File: src/rtl/fp_stream_pkg.sv
// rtl/fp_stream_pkg.sv - shared binary64 field constants, class struct and classifier
// Purpose: field layout of an IEEE-754 binary64 word, the {nan, inf, zero}
//          classification struct and function, and the default sink depth.
// Ports:   none (package).
package fp_stream_pkg;

    localparam int          EXP_LSB       = 52;
    localparam int          EXP_W         = 11;
    localparam logic [10:0] EXP_MAX       = 11'h7FF;
    localparam int          MAN_W         = 52;
    localparam int          DEFAULT_DEPTH = 8;

    typedef struct packed {
        logic nan;
        logic inf;
        logic zero;
    } fp_class_t;

    // Sign bit is ignored; denormals flag none of the three.
    function automatic fp_class_t fp_classify(input logic [63:0] d);
        logic [EXP_W-1:0] e;
        logic [MAN_W-1:0] m;
        fp_class_t        c;
        e      = d[EXP_LSB +: EXP_W];
        m      = d[MAN_W-1:0];
        c.nan  = (e == EXP_MAX) && (m != '0);
        c.inf  = (e == EXP_MAX) && (m == '0);
        c.zero = (e == '0)      && (m == '0);
        return c;
    endfunction

endpackage

File: src/rtl/fp_sink_fifo.sv
// rtl/fp_sink_fifo.sv - result FIFO with drop-on-full and simultaneous push/pop at full
// Purpose: stores pushed words, presents the head, tracks count/full/empty.
// Ports:   clk, rst (async active-low); push/push_data write side;
//          pop_ready read side; head_data (0 when empty); count, full, empty;
//          drop pulses when a push is discarded because the FIFO is full.
module fp_sink_fifo
    import fp_stream_pkg::*;
#(
    parameter int DEPTH = DEFAULT_DEPTH,
    parameter int W     = 64,
    localparam int AW   = $clog2(DEPTH),
    localparam int CW   = $clog2(DEPTH) + 1
) (
    input  logic          clk,
    input  logic          rst,
    input  logic          push,
    input  logic [W-1:0]  push_data,
    input  logic          pop_ready,
    output logic [W-1:0]  head_data,
    output logic [CW-1:0] count,
    output logic          full,
    output logic          empty,
    output logic          drop
);

    logic [W-1:0]  mem_q [DEPTH];
    logic [AW-1:0] wptr_q, wptr_d;
    logic [AW-1:0] rptr_q, rptr_d;
    logic [CW-1:0] count_q, count_d;
    logic          pop;
    logic          push_acc;

    assign empty = (count_q == '0);
    assign full  = (count_q == CW'(DEPTH));
    assign pop   = pop_ready && !empty;
    // A full FIFO still accepts a push when the head leaves in the same cycle.
    assign push_acc = push && (!full || pop);
    assign drop     = push && full && !pop;

    always_comb begin
        wptr_d  = wptr_q;
        rptr_d  = rptr_q;
        count_d = count_q;
        if (push_acc) begin
            wptr_d = wptr_q + AW'(1);
        end
        if (pop) begin
            rptr_d = rptr_q + AW'(1);
        end
        case ({push_acc, pop})
            2'b10:   count_d = count_q + CW'(1);
            2'b01:   count_d = count_q - CW'(1);
            default: count_d = count_q;
        endcase
    end

    always_ff @(posedge clk or negedge rst) begin
        if (!rst) begin
            wptr_q  <= '0;
            rptr_q  <= '0;
            count_q <= '0;
        end else begin
            wptr_q  <= wptr_d;
            rptr_q  <= rptr_d;
            count_q <= count_d;
        end
    end

    // Storage needs no reset: the head is masked to 0 whenever empty.
    always_ff @(posedge clk) begin
        if (push_acc) begin
            mem_q[wptr_q] <= push_data;
        end
    end

    assign head_data = empty ? '0 : mem_q[rptr_q];
    assign count     = count_q;

endmodule

File: src/rtl/fp_push_sink.sv
// rtl/fp_push_sink.sv - push-only FP result sink with credit counter and classification
// Purpose: buffers one-cycle pushin strobes in a FIFO, drains via valid/ready,
//          grants issue credit only when a result slot is guaranteed, and
//          classifies the head word as nan/inf/zero.
// Ports:   clk, rst (async active-low); issue in / credit_ok out;
//          pushin, din; out_valid, out_ready, out_data, out_nan/inf/zero;
//          count, inflight; sticky ovf_err and proto_err.
module fp_push_sink
    import fp_stream_pkg::*;
#(
    parameter int DEPTH = DEFAULT_DEPTH,
    parameter int W     = 64,
    localparam int CW   = $clog2(DEPTH) + 1
) (
    input  logic          clk,
    input  logic          rst,
    input  logic          issue,
    output logic          credit_ok,
    input  logic          pushin,
    input  logic [W-1:0]  din,
    output logic          out_valid,
    input  logic          out_ready,
    output logic [W-1:0]  out_data,
    output logic          out_nan,
    output logic          out_inf,
    output logic          out_zero,
    output logic [CW-1:0] count,
    output logic [CW-1:0] inflight,
    output logic          ovf_err,
    output logic          proto_err
);

    localparam logic [CW:0] DEPTH_OCC = (CW+1)'(DEPTH);

    logic [CW-1:0] inflight_q, inflight_d;
    logic          ovf_q, ovf_d;
    logic          proto_q, proto_d;
    logic [CW-1:0] fifo_count;
    logic          fifo_full;
    logic          fifo_empty;
    logic          fifo_drop;
    logic [CW:0]   occupancy;
    logic [63:0]   head64;
    fp_class_t     head_class;

    fp_sink_fifo #(
        .DEPTH (DEPTH),
        .W     (W)
    ) u_fifo (
        .clk       (clk),
        .rst       (rst),
        .push      (pushin),
        .push_data (din),
        .pop_ready (out_ready),
        .head_data (out_data),
        .count     (fifo_count),
        .full      (fifo_full),
        .empty     (fifo_empty),
        .drop      (fifo_drop)
    );

    // Stored plus outstanding results must fit in the FIFO; one extra bit
    // keeps the sum from wrapping.
    assign occupancy = {1'b0, fifo_count} + {1'b0, inflight_q};
    assign credit_ok = (occupancy < DEPTH_OCC);

    always_comb begin
        inflight_d = inflight_q;
        if (issue && !pushin) begin
            if (inflight_q != CW'(DEPTH)) begin
                inflight_d = inflight_q + CW'(1);
            end
        end else if (pushin && !issue) begin
            if (inflight_q != '0) begin
                inflight_d = inflight_q - CW'(1);
            end
        end
        ovf_d   = ovf_q | fifo_drop;
        proto_d = proto_q | (issue && !credit_ok) | (pushin && (inflight_q == '0));
    end

    always_ff @(posedge clk or negedge rst) begin
        if (!rst) begin
            inflight_q <= '0;
            ovf_q      <= 1'b0;
            proto_q    <= 1'b0;
        end else begin
            inflight_q <= inflight_d;
            ovf_q      <= ovf_d;
            proto_q    <= proto_d;
        end
    end

    assign head64     = 64'(out_data);
    assign head_class = fp_classify(head64);

    // out_data is already 0 when empty, but the masks keep the flags
    // independent of the classifier's view of an all-zero word.
    assign out_valid = !fifo_empty;
    assign out_nan   = head_class.nan  && !fifo_empty;
    assign out_inf   = head_class.inf  && !fifo_empty;
    assign out_zero  = head_class.zero && !fifo_empty;
    assign count     = fifo_count;
    assign inflight  = inflight_q;
    assign ovf_err   = ovf_q;
    assign proto_err = proto_q;

endmodule

File: config.mk
export PLATFORM = sky130hd
export DESIGN_NAME = fp_push_sink
export DESIGN_NICKNAME = d
export VERILOG_FILES = /design/src/rtl/fp_stream_pkg.sv /design/src/rtl/fp_sink_fifo.sv /design/src/rtl/fp_push_sink.sv
export SDC_FILE = /design/constraint.sdc
export NUM_CORES = 1
export LEC_CHECK = 0
export ABC_AREA = 1
export ABC_CLOCK_PERIOD_IN_PS = 5900
export CAP_MARGIN = 0
export CORE_ASPECT_RATIO = 0.8
export CORE_MARGIN = 3
export CORE_UTILIZATION = 60
export CTS_CLUSTER_SIZE = 28
export DETAILED_ROUTE_END_ITERATION = 10
export DONT_BUFFER_PORTS = 1
export PLACE_DENSITY = 0.76
export SLEW_MARGIN = 5
export SYNTH_ARGS = -nofsm -noshare
export SYNTH_HDL_FRONTEND = slang
export SYNTH_SLANG_ARGS = --single-unit
File: constraint.sdc
create_clock -name clk -period 5.9 [get_ports clk]
set_input_delay 0.295 -clock clk [delete_from_list [all_inputs] [get_ports clk]]
set_output_delay 0.295 -clock clk [all_outputs]
set_load 0.03 [all_outputs]
# Word-level counts from Yosys, hierarchy flattened
# Memories as Yosys holds them, arrays and structs flattened.
# Index checks and enable logic that the tools add are counted.
# W data, S select, Z words.
dict set report word_totals {
  mem_bits_rw 512
  out_inout_bits 79
  mem_count 1
  regBits 16
  input_bits 69
  word_cells 63
}
# memory depth width read_ports rd_clocked_by_memory_dff wr line
set mem_list {}
lappend mem_list {u_fifo.mem_q 8 64 1 0 1 fp_sink_fifo.sv:26} ;# logic [W-1:0] mem_q [DEPTH];
dict set report classes {
  n_addsub 7
  n_eq_ne 6
  n_reduce_logical 31
  mux 8
  n_lt_le_gt_ge 1
  bitwise_logic 3
}
# op n
set ops {}
lappend ops {{$mux W64} 1}
lappend ops {{$logic_not A52 Y1} 1}
lappend ops {{$reduce_bool A52 Y1} 1}
lappend ops {{$mux W4} 4}
lappend ops {{$logic_and A1 B1 Y1} 14}
lappend ops {{$eq A11 B11 Y1 const B} 1}
lappend ops {{$logic_not A11 Y1} 1}
lappend ops {{$add A4 B1 Y4 const B} 2}
lappend ops {{$logic_not A4 Y1} 2}
lappend ops {{$pmux W4 S2} 1}
lappend ops {{$sub A4 B1 Y4 const B} 2}
lappend ops {{$add A3 B1 Y3 const B} 2}
lappend ops {{$logic_not A1 Y1} 6}
lappend ops {{$reduce_bool A2 Y1} 3}
lappend ops {{$add A4 B4 Y5} 1}
lappend ops {{$lt A5 B4 Y1 const B} 1}
lappend ops {{$eq A4 B4 Y1 const B} 1}
lappend ops {{$ne A4 B4 Y1 const B} 1}
lappend ops {{$reduce_bool A4 Y1} 1}
lappend ops {{$or A1 B1 Y1} 3}
lappend ops {{$reduce_and A3 Y1} 1}
lappend ops {{$eq A2 B1 Y1 const B} 1}
lappend ops {{$eq A2 B2 Y1 const B} 1}
lappend ops {{$mux W1} 2}
lappend ops {{other kinds (2)} 2}

# Logic depth before layout (Yosys ltp)
# Gate-level depths: netlist (run 1).
dict set report logic_depth {
  depth_word 7
  ltp_mapped 17
  depth_no_buf 14
}

# By module
# From an unflattened synthesis (run 1), not the netlist that was laid out.
dict set report hier_totals {
  cells_unflattened 1657
  hier_area_um2 21469.3
}
# mod area_per_inst_um2 instances cells_per_inst
set modules_own_cells {}
lappend modules_own_cells {fp_sink_fifo 20762.4 1 1540}
lappend modules_own_cells {fp_push_sink 706.9 1 117}

# Worst setup path before layout (run 1)
# Ideal clock, no wire load.
dict set report synth_timing {
  path_kind {register to register}
  startpoint {reg u_fifo.count_q[1] (netlist: u_fifo.count[1])}
  endpoint {mem u_fifo.mem_q[0][0] (enable)}
  stages_incl_launch_ff 6
  t_required_ns 5.414
  n_path_buf 0
  t_arrival_ns 3.918
  setup_slack_ns 1.496
  path_cell_list {dfrtp_1 -> nor2_1 -> nand4_1 -> nand2_1 -> or2_2 -> nor2_1}
}
dict set report synth_via {
  elab_chain_len 7
  elab_cells_between_ends 9
  cone_classes {1 x eq/ne; 2 x mux; 6 x reduce/logical}
}
# element line
set synth_lines {}
lappend synth_lines {{from (decl)} fp_sink_fifo.sv:29} ;# logic [CW-1:0] count_q, count_d;
lappend synth_lines {{from (signal assigned)} fp_sink_fifo.sv:65} ;# count_q <= count_d;
lappend synth_lines {{$logic_not A4 Y1} fp_sink_fifo.sv:33} ;# assign empty = (count_q == '0);
lappend synth_lines {{$logic_not A1 Y1} fp_sink_fifo.sv:35} ;# assign pop = pop_ready && !empty;
lappend synth_lines {{$logic_and A1 B1 Y1} fp_sink_fifo.sv:35}
lappend synth_lines {{$logic_or A1 B1 Y1 *} fp_sink_fifo.sv:37} ;# assign push_acc = push && (!full || pop);
lappend synth_lines {{$logic_and A1 B1 Y1 *} fp_sink_fifo.sv:37}
lappend synth_lines {{$mux W1 *} fp_sink_fifo.sv:71} ;# if (push_acc) begin
lappend synth_lines {{$mux W1 (not written as such) *} fp_sink_fifo.sv:72} ;# mem_q[wptr_q] <= push_data;
lappend synth_lines {{to (decl)} fp_sink_fifo.sv:26}
# Every way passes the cells marked *; elsewhere a longest branch is shown, timed or not.

# Worst setup path after layout (run 1)
dict set report layout_timing {
  startpoint {reg u_fifo.rptr_q[0]}
  endpoint {out out_zero}
}
dict set report layout_via {
  elab_chain_len 5
  elab_cells_between_ends 6
  cone_classes {1 x mux; 4 x reduce/logical; 1 x memory}
}
# element line
set layout_lines {}
lappend layout_lines {{from (decl)} fp_sink_fifo.sv:28} ;# logic [AW-1:0] rptr_q, rptr_d;
lappend layout_lines {{from (signal assigned)} fp_sink_fifo.sv:64} ;# rptr_q <= rptr_d;
lappend layout_lines {{$mem_v2 Z8 W64 *} --}
lappend layout_lines {{$mux W64 *} fp_sink_fifo.sv:76} ;# assign head_data = empty ? '0 : mem_q[rptr_q];
lappend layout_lines {{$logic_not A52 Y1 or $logic_not A11 Y1 (tied branches)} fp_stream_pkg.sv:28} ;# c.zero = (e == '0) && (m == '0);
lappend layout_lines {{$logic_and A1 B1 Y1 *} fp_stream_pkg.sv:28}
lappend layout_lines {{$logic_and A1 B1 Y1 *} fp_push_sink.sv:102} ;# assign out_zero = head_class.zero && !fifo_empty;
lappend layout_lines {{to (decl)} fp_push_sink.sv:26} ;# output logic out_zero,
# Marks and branches as above.

==> run_results.csv, run 1 <==
group,metric,value,unit
timing,rsz0062_at_grt,"no",
synthesis,ys_ff_latch,528,
route,wirelength,53.62,mm
die,dieArea,39740,um2
timing,fin_setup_tns,0,ps
timing,skew,13.29,ps
setup_path,crit_start,"u_fifo.rptr_q[0]",
synthesis,synth_edf_count,512,
layout,final_cells,2604,
timing,hold_violations,0,
timing,maxSlewHeadroom,0.2274,
hold_path,hp-class,"in2reg",
synthesis,synth.avg_cell_area,10.99,um2
timing,finalSetupViolCount,0,
route,drc,0,
setup_path,end_kind,"primary output",
pwr,p_per_area,542.1,nW/um2
global_route,grt_pass1_wl,81.77,mm
clock_network,post_cts_buffers,0,
global_route,grt_max_degree,175,
route,wl_per_cell,20.59,um
synthesis,yosys_most_used_dff,"edfxtp_1",
synthesis,synth_nets,2122,
outcome,status,"finished, final reports clean",
route,via_count,14900,
clock_network,cts-root-buf,"clkbuf_16",
setup_path,cp_max_fo,133,
setup_path,arrival,4650,ps
die,die-height,178.9,um
hold_path,min_from,"pushin",
layout,final_util,0.6850,
timing,finalMaxSlewViolations,0,
setup_path,cp.required,5610,ps
job,max_cap_violations,0,
place,gp_congestion,0.7797,
clock_network,cts_max_level,2,
global_route,grt_pass1_vias,14540,
layout,fin_nets,2164,
route,ant_nets,0,
place,place_inst,2440,
synthesis,async_flop_share,0.03030,
die,rows,62,
clock_network,clk-insertion-delay-late,570,ps
die,start_util,0.6163,
layout,drive_gt1_frac,0.05139,
layout,fin_area,24920,um2
timing,fin_crit_sh,0.8379,
timing,max_freq,202.3,MHz
global_route,grt_overflow,0,
die,ioPinCount,148,
layout,area_growth,11.15,%
clock_network,cts.sinks,528,
synthesis,syn_inst,2041,
global_route,track_usage,0.2666,
clock_network,numCtsBuffers,52,
synthesis,syn_area,22420,um2
setup_path,worstSetupPathType,"reg2out",
synthesis,yosysSeqAreaShare,0.7035,
place,dp_hpwl,29.14,mm
pwr,irDropWorstVdd,0.0003468,V
layout,layout_common_cells,"edfxtp_1, nand2_1, nor2_1",
route,dr.pass1.iters,5,
clock_network,cts.clk_slew.worst_paths,60,ps
layout,final_common_cell,"edfxtp_1",
clock_network,ctsLongestPathBuffers,3,
die,fp.dieW,222.1,um
timing,period_minus_slack,4943,ps
route,drt_iter0_drc,1779,
die,core_area,36380,um2
route,via_per_inst,5.722,
timing,holdWs,50.30,ps
timing,worst_slew_pin_slew,1159,ps
pwr,p_leak,9.769,nW
place,dpl_cell_area,22680,um2
synthesis,synth_warnings,0,
synthesis,netlist-cell-type-count,34,
place,port_buffers,0,
clock_network,cts_tree,"built",
setup_path,r2r-start,"u_fifo.count[2]",
setup_path,cp-start-kind,"flip-flop",
global_route,antenna_found_initial,5,
==> cell usage after synthesis (2+ instances only) <==
library cell	n	area [um2]
o21ai_0	104	520.5
buf_4	14	105.1
edfxtp_1	512	15370
xor2_1	9	78.83
buf_6	17	191.4
o21ai_1	20	100.1
inv_2	2	7.510
o211ai_1	18	135.1
nor3_1	3	15.01
a21oi_1	5	25.02
ha_1	11	137.6
nand2_1	509	1911
xnor2_1	3	26.28
nor2_1	272	1021
dfrtp_1	16	400.4
nand3_1	222	1111
inv_1	213	799.5
buf_2	38	190.2
buf_1	12	45.04
o22ai_1	4	25.02
clkbuf_1	24	90.09
==> repair_timing <==
item / in CTS / in global routing
endpoints found under the hold margin: 530 / 0
hold buffers: 69 / 0
gates resized for setup: 0 / 0
==> kinds of logic (layout without fill, tap and decap cells) <==
| logic type | after synthesis | after routing | synth area share |
|---|---|---|---|
| other | 0 | 3 | 0 |
| AND/OR/NAND/NOR | 1011 | 1011 | 0.1824 |
| AO/OA/AOI/OAI | 156 | 156 | 0.03783 |
| XOR/XNOR | 12 | 12 | 0.004688 |
| flip-flops | 528 | 528 | 0.7035 |
| buffers and inverters | 321 | 401 | 0.06400 |
| adder cells (fa/ha/maj) | 12 | 12 | 0.007031 |
| multiplexers | 1 | 1 | 0.0005022 |
==> state kept, by name (all words and copies together) (netlist names) <==
| register | count |
|---|---|
| u_fifo.mem_q | 512 |
| inflight | 4 |
| u_fifo.count | 4 |
| u_fifo.rptr_q | 3 |
| u_fifo.wptr_q | 3 |
| ovf_err | 1 |
| proto_err | 1 |
==> final timing paths <==
kind	to	slack, ps	cells past startpoint
max	out_zero	960	11
min	u_fifo.wptr_q[0]	50	3
max reg2reg	u_fifo.count[2]	2490	10
min reg2reg	u_fifo.wptr_q[0]	540	2
max in group asynchronous	u_fifo.rptr_q[1]	5000	1
min in group asynchronous	u_fifo.count[1]	280	1
==> metal layers <==
metal	share of wire	vias up	global-route usage
met5	0.00052	-	0
met4	0.031	6	0.09193
met3	0.097	129	0.05909
met2	0.48	728	0.4362
met1	0.39	7131	0.3596
li1	-	6906	-
==> final cells by class <==
type,instances,area [um2]
Antenna cell,3,7.507
Clock buffer,69,1386
Clock inverter,23,158.9
Fill cell,2517,11460
Inverter,216,817.0
Multi-Input combinational cell,1192,5285
Sequential cell,528,15780
Tap cell,480,600.6
Timing Repair Buffer,93,883.3
==> critical path, stage by stage, from the launching register on <==
cell and delay (ps):
dfrtp_4 1100, inv_6 610, buf_4 510, o21ai_0 260, nand3_1 100, nand3_1 160
nand2_1 140, nor2_1 240, nand3_1 130, nor2_1 140, nand2_1 120, nor2_1 490
==> report_power, final <==
| part | total, mW | switching [mW] | internal [mW] | leakage (nW) |
|---|---|---|---|---|
| Clock | 3.05 | 1.32 | 1.73 | 0.761 |
| Combinational | 5.37 | 4.16 | 1.21 | 4.18 |
| Sequential | 5.09 | 0.399 | 4.69 | 4.83 |
| Total | 13.5 | 5.88 | 7.63 | 9.77 |
==> stage by stage <==
stage                     power, mW  setup slack, ps
final                         13.51            956.6
after global routing          14.25            764.1
after CTS                     13.52             1047
after detailed placement      10.39             1658
after global placement        10.25             1769
after floorplan               9.171             1496
Note: power is estimated with default switching activity, not from simulation.
==> run 2, diff against run 1 <==
--- a/config.mk
+++ b/config.mk
@@ -6,15 +6,15 @@
 export NUM_CORES = 1
 export LEC_CHECK = 0
 export ABC_AREA = 1
-export ABC_CLOCK_PERIOD_IN_PS = 5900
+export ABC_CLOCK_PERIOD_IN_PS = 4250
 export CAP_MARGIN = 0
 export CORE_ASPECT_RATIO = 0.8
 export CORE_MARGIN = 3
-export CORE_UTILIZATION = 60
+export CORE_UTILIZATION = 57
 export CTS_CLUSTER_SIZE = 28
 export DETAILED_ROUTE_END_ITERATION = 10
 export DONT_BUFFER_PORTS = 1
-export PLACE_DENSITY = 0.76
+export PLACE_DENSITY = 0.75
 export SLEW_MARGIN = 5
 export SYNTH_ARGS = -nofsm -noshare
 export SYNTH_HDL_FRONTEND = slang
==> constraint.sdc (replaced) <==
create_clock -name clk -period 4.25 [get_ports clk]
set_input_delay 0.2125 -clock clk [delete_from_list [all_inputs] [get_ports clk]]
set_output_delay 0.2125 -clock clk [all_outputs]
set_load 0.03 [all_outputs]
==> run_results.csv, run 2 (synthesized netlist as in run 1, its figures left out) <==
group,metric,value,unit
pwr,irDropWorstVdd,0.0006486,V
route,wl_per_cell,19.84,um
timing,hold_violations,0,
setup_path,worstSetupPathType,"reg2out",
clock_network,cts_tree,"built",
die,fp.dieW,227.8,um
timing,max_freq,257.8,MHz
die,start_util,0.5822,
place,port_buffers,0,
layout,regArea,15780,um2
die,die-height,183.4,um
clock_network,ctsLongestPathBuffers,3,
layout,layout_common_cells,"edfxtp_1, nand2_1, nor2_1",
outcome,status,"finished, final reports clean",
place,gp_congestion,0.7666,
place,place_inst,2499,
pwr,p_comb_frac,0.412,
pwr,internal-power,10.80,mW
clock_network,numCtsBuffers,49,
timing,finalSetupViolCount,0,
pwr,pwr-share-seq,0.364,
layout,num_antenna_cells,0,
global_route,grt_overflow,0,
setup_path,cp_max_fo,99,
setup_path,worstPathCellList,"inv_6 -> buf_4 -> o21ai_0 -> o22ai_1 -> nor2_1 -> nor2_2 -> nand2_1 -> nor3_1 -> nand3_1 -> nor2_1 -> buf_4",
clock_network,cts_max_level,2,
die,rows,64,
pwr,p_clk_frac,0.224,
die,ioPinCount,148,
timing,skew,14.57,ps
timing,rsz0062_at_grt,"no",
timing,fin_setup_tns,0,ps
die,dieArea,41770,um2
layout,largest_reg_flops,512,
route,drc,0,
layout,fillers,2803,
layout,drive_gt1_frac,0.05545,
clock_network,cts.clk_slew.worst_paths,60,ps
hold_path,hp-class,"in2reg",
layout,regMostFlops,"u_fifo.mem_q",
layout,multiInputGateArea,5285,um2
place,dp_hpwl,28.96,mm
job,max_cap_violations,0,
setup_path,cp.required,4040,ps
global_route,antenna_found_initial,1,
pwr,sw_frac_of_total,0.4310,
layout,final_util,0.6552,
global_route,grt_pass1_vias,14420,
hold_path,holdPathStages,3,
global_route,track_usage,0.2499,
timing,finalMaxSlewViolations,0,
timing,period_minus_slack,3879,ps
route,via_per_inst,5.570,
setup_path,cp_slowest_cell,"inv_6",
setup_path,max_stage_delay,550,ps
die,core_area,38520,um2
setup_path,ff2ff_path_depth,10,
timing,fin_crit_sh,0.9128,
clock_network,cts.sinks,528,
layout,final_common_cell,"edfxtp_1",
pwr,power,18.98,mW
clock_network,cts_resized,0,
timing,holdWs,33.50,ps
layout,fin_nets,2172,
global_route,grt_max_degree,226,
setup_path,arrival,3670,ps
global_route,grt_pass1_wl,81.80,mm
layout,final_cells,2656,
setup_path,end_kind,"primary output",
timing,worst_slew_pin_slew,1184,ps
clock_network,cts-root-buf,"clkbuf_16",
timing,maxSlewHeadroom,0.2108,
pwr,p_leak,9.876,nW
route,ant_nets,0,
route,via_count,14800,
pwr,power_switching,8.181,mW
pwr,p_per_area,752.1,nW/um2
setup_path,cp-start-kind,"flip-flop",
route,dr.pass1.iters,6,
route,drt_iter0_drc,1598,
layout,area_growth,12.54,%
route,wirelength,52.69,mm
clock_network,clk-insertion-delay-late,570,ps
## run 2: cell types whose count changed in the layout (fill, tap and decap cells not counted), moves of 2 or more
cell | previous run | this run
buf_4 | 23 | 19
clkbuf_16 | 53 | 51
clkbuf_1 | 16 | 10
clkinv_2 | 11 | 9
clkinv_1 | 10 | 14
buf_12 | 1 | 16
bufinv_16 | 2 | 4
diode_2 | 3 | 0
## run 2: cell type report
type | count | area share
inverter | 216 | 0.03238
tap | 528 | 0.02618
clock inverter | 27 | 0.008776
timing repair buffer | 104 | 0.04571
multi-input combinational | 1192 | 0.2094
clock buffer | 61 | 0.05206
sequential | 528 | 0.6255
## run 2: path summary, 6_finish.rpt
check	startpoint	to	slack, ps
worst max register to register	u_fifo.count[2]	u_fifo.count[2]	1220
worst min-delay path	issue	inflight[2]	30
max in group asynchronous	rst	u_fifo.rptr_q[1]	3550
worst max-delay path	u_fifo.rptr_q[0]	out_inf	370
worst min register to register	u_fifo.wptr_q[0]	u_fifo.wptr_q[0]	580
min in group asynchronous	rst	inflight[1]	160
## run 2: per-stage QoR
stage / area [um2] / worst slack [ps]
after global placement: 23010 / 1065
final: 25240 / 370.5
after floorplan: 22430 / -154.4
after CTS: 25240 / 388.3
after detailed placement: 23010 / 1011
after global routing: 25240 / 110.0
## run 2: worst max-delay path: cells and delay by family (launching register included)
family	cells	cell delay [ps]
compound gates	2	350
buf+inv	3	1150
simple gates	6	1030
flops	1	510
## run 2: metal layers
metal	vias to the layer above	GRT usage	share of wire
li1	6920	-	-
met1	7169	0.3424	0.41
met2	606	0.4187	0.48
met3	98	0.04752	0.081
met4	2	0.06477	0.022
met5	-	0	0.00025
## run 2: power by group through the flow
stage / clock network, mW / logic [mW] / registers (mW)
finish: 4.24 / 7.82 / 6.91
global route: 4.51 / 8.56 / 6.97
CTS: 4.30 / 7.81 / 6.91
detailed placement: 0 / 7.65 / 7.02
global placement: 0 / 7.52 / 6.99
floorplan: 0 / 5.82 / 6.90
## run 2: repair_timing
| action | 4_1_cts | 5_1_grt |
|---|---|---|
| buffers inserted | 0 | 0 |
| hold buffers | 69 | 0 |
| hold endpoints to repair | 531 | 0 |
| setup endpoints to repair | 0 | 0 |
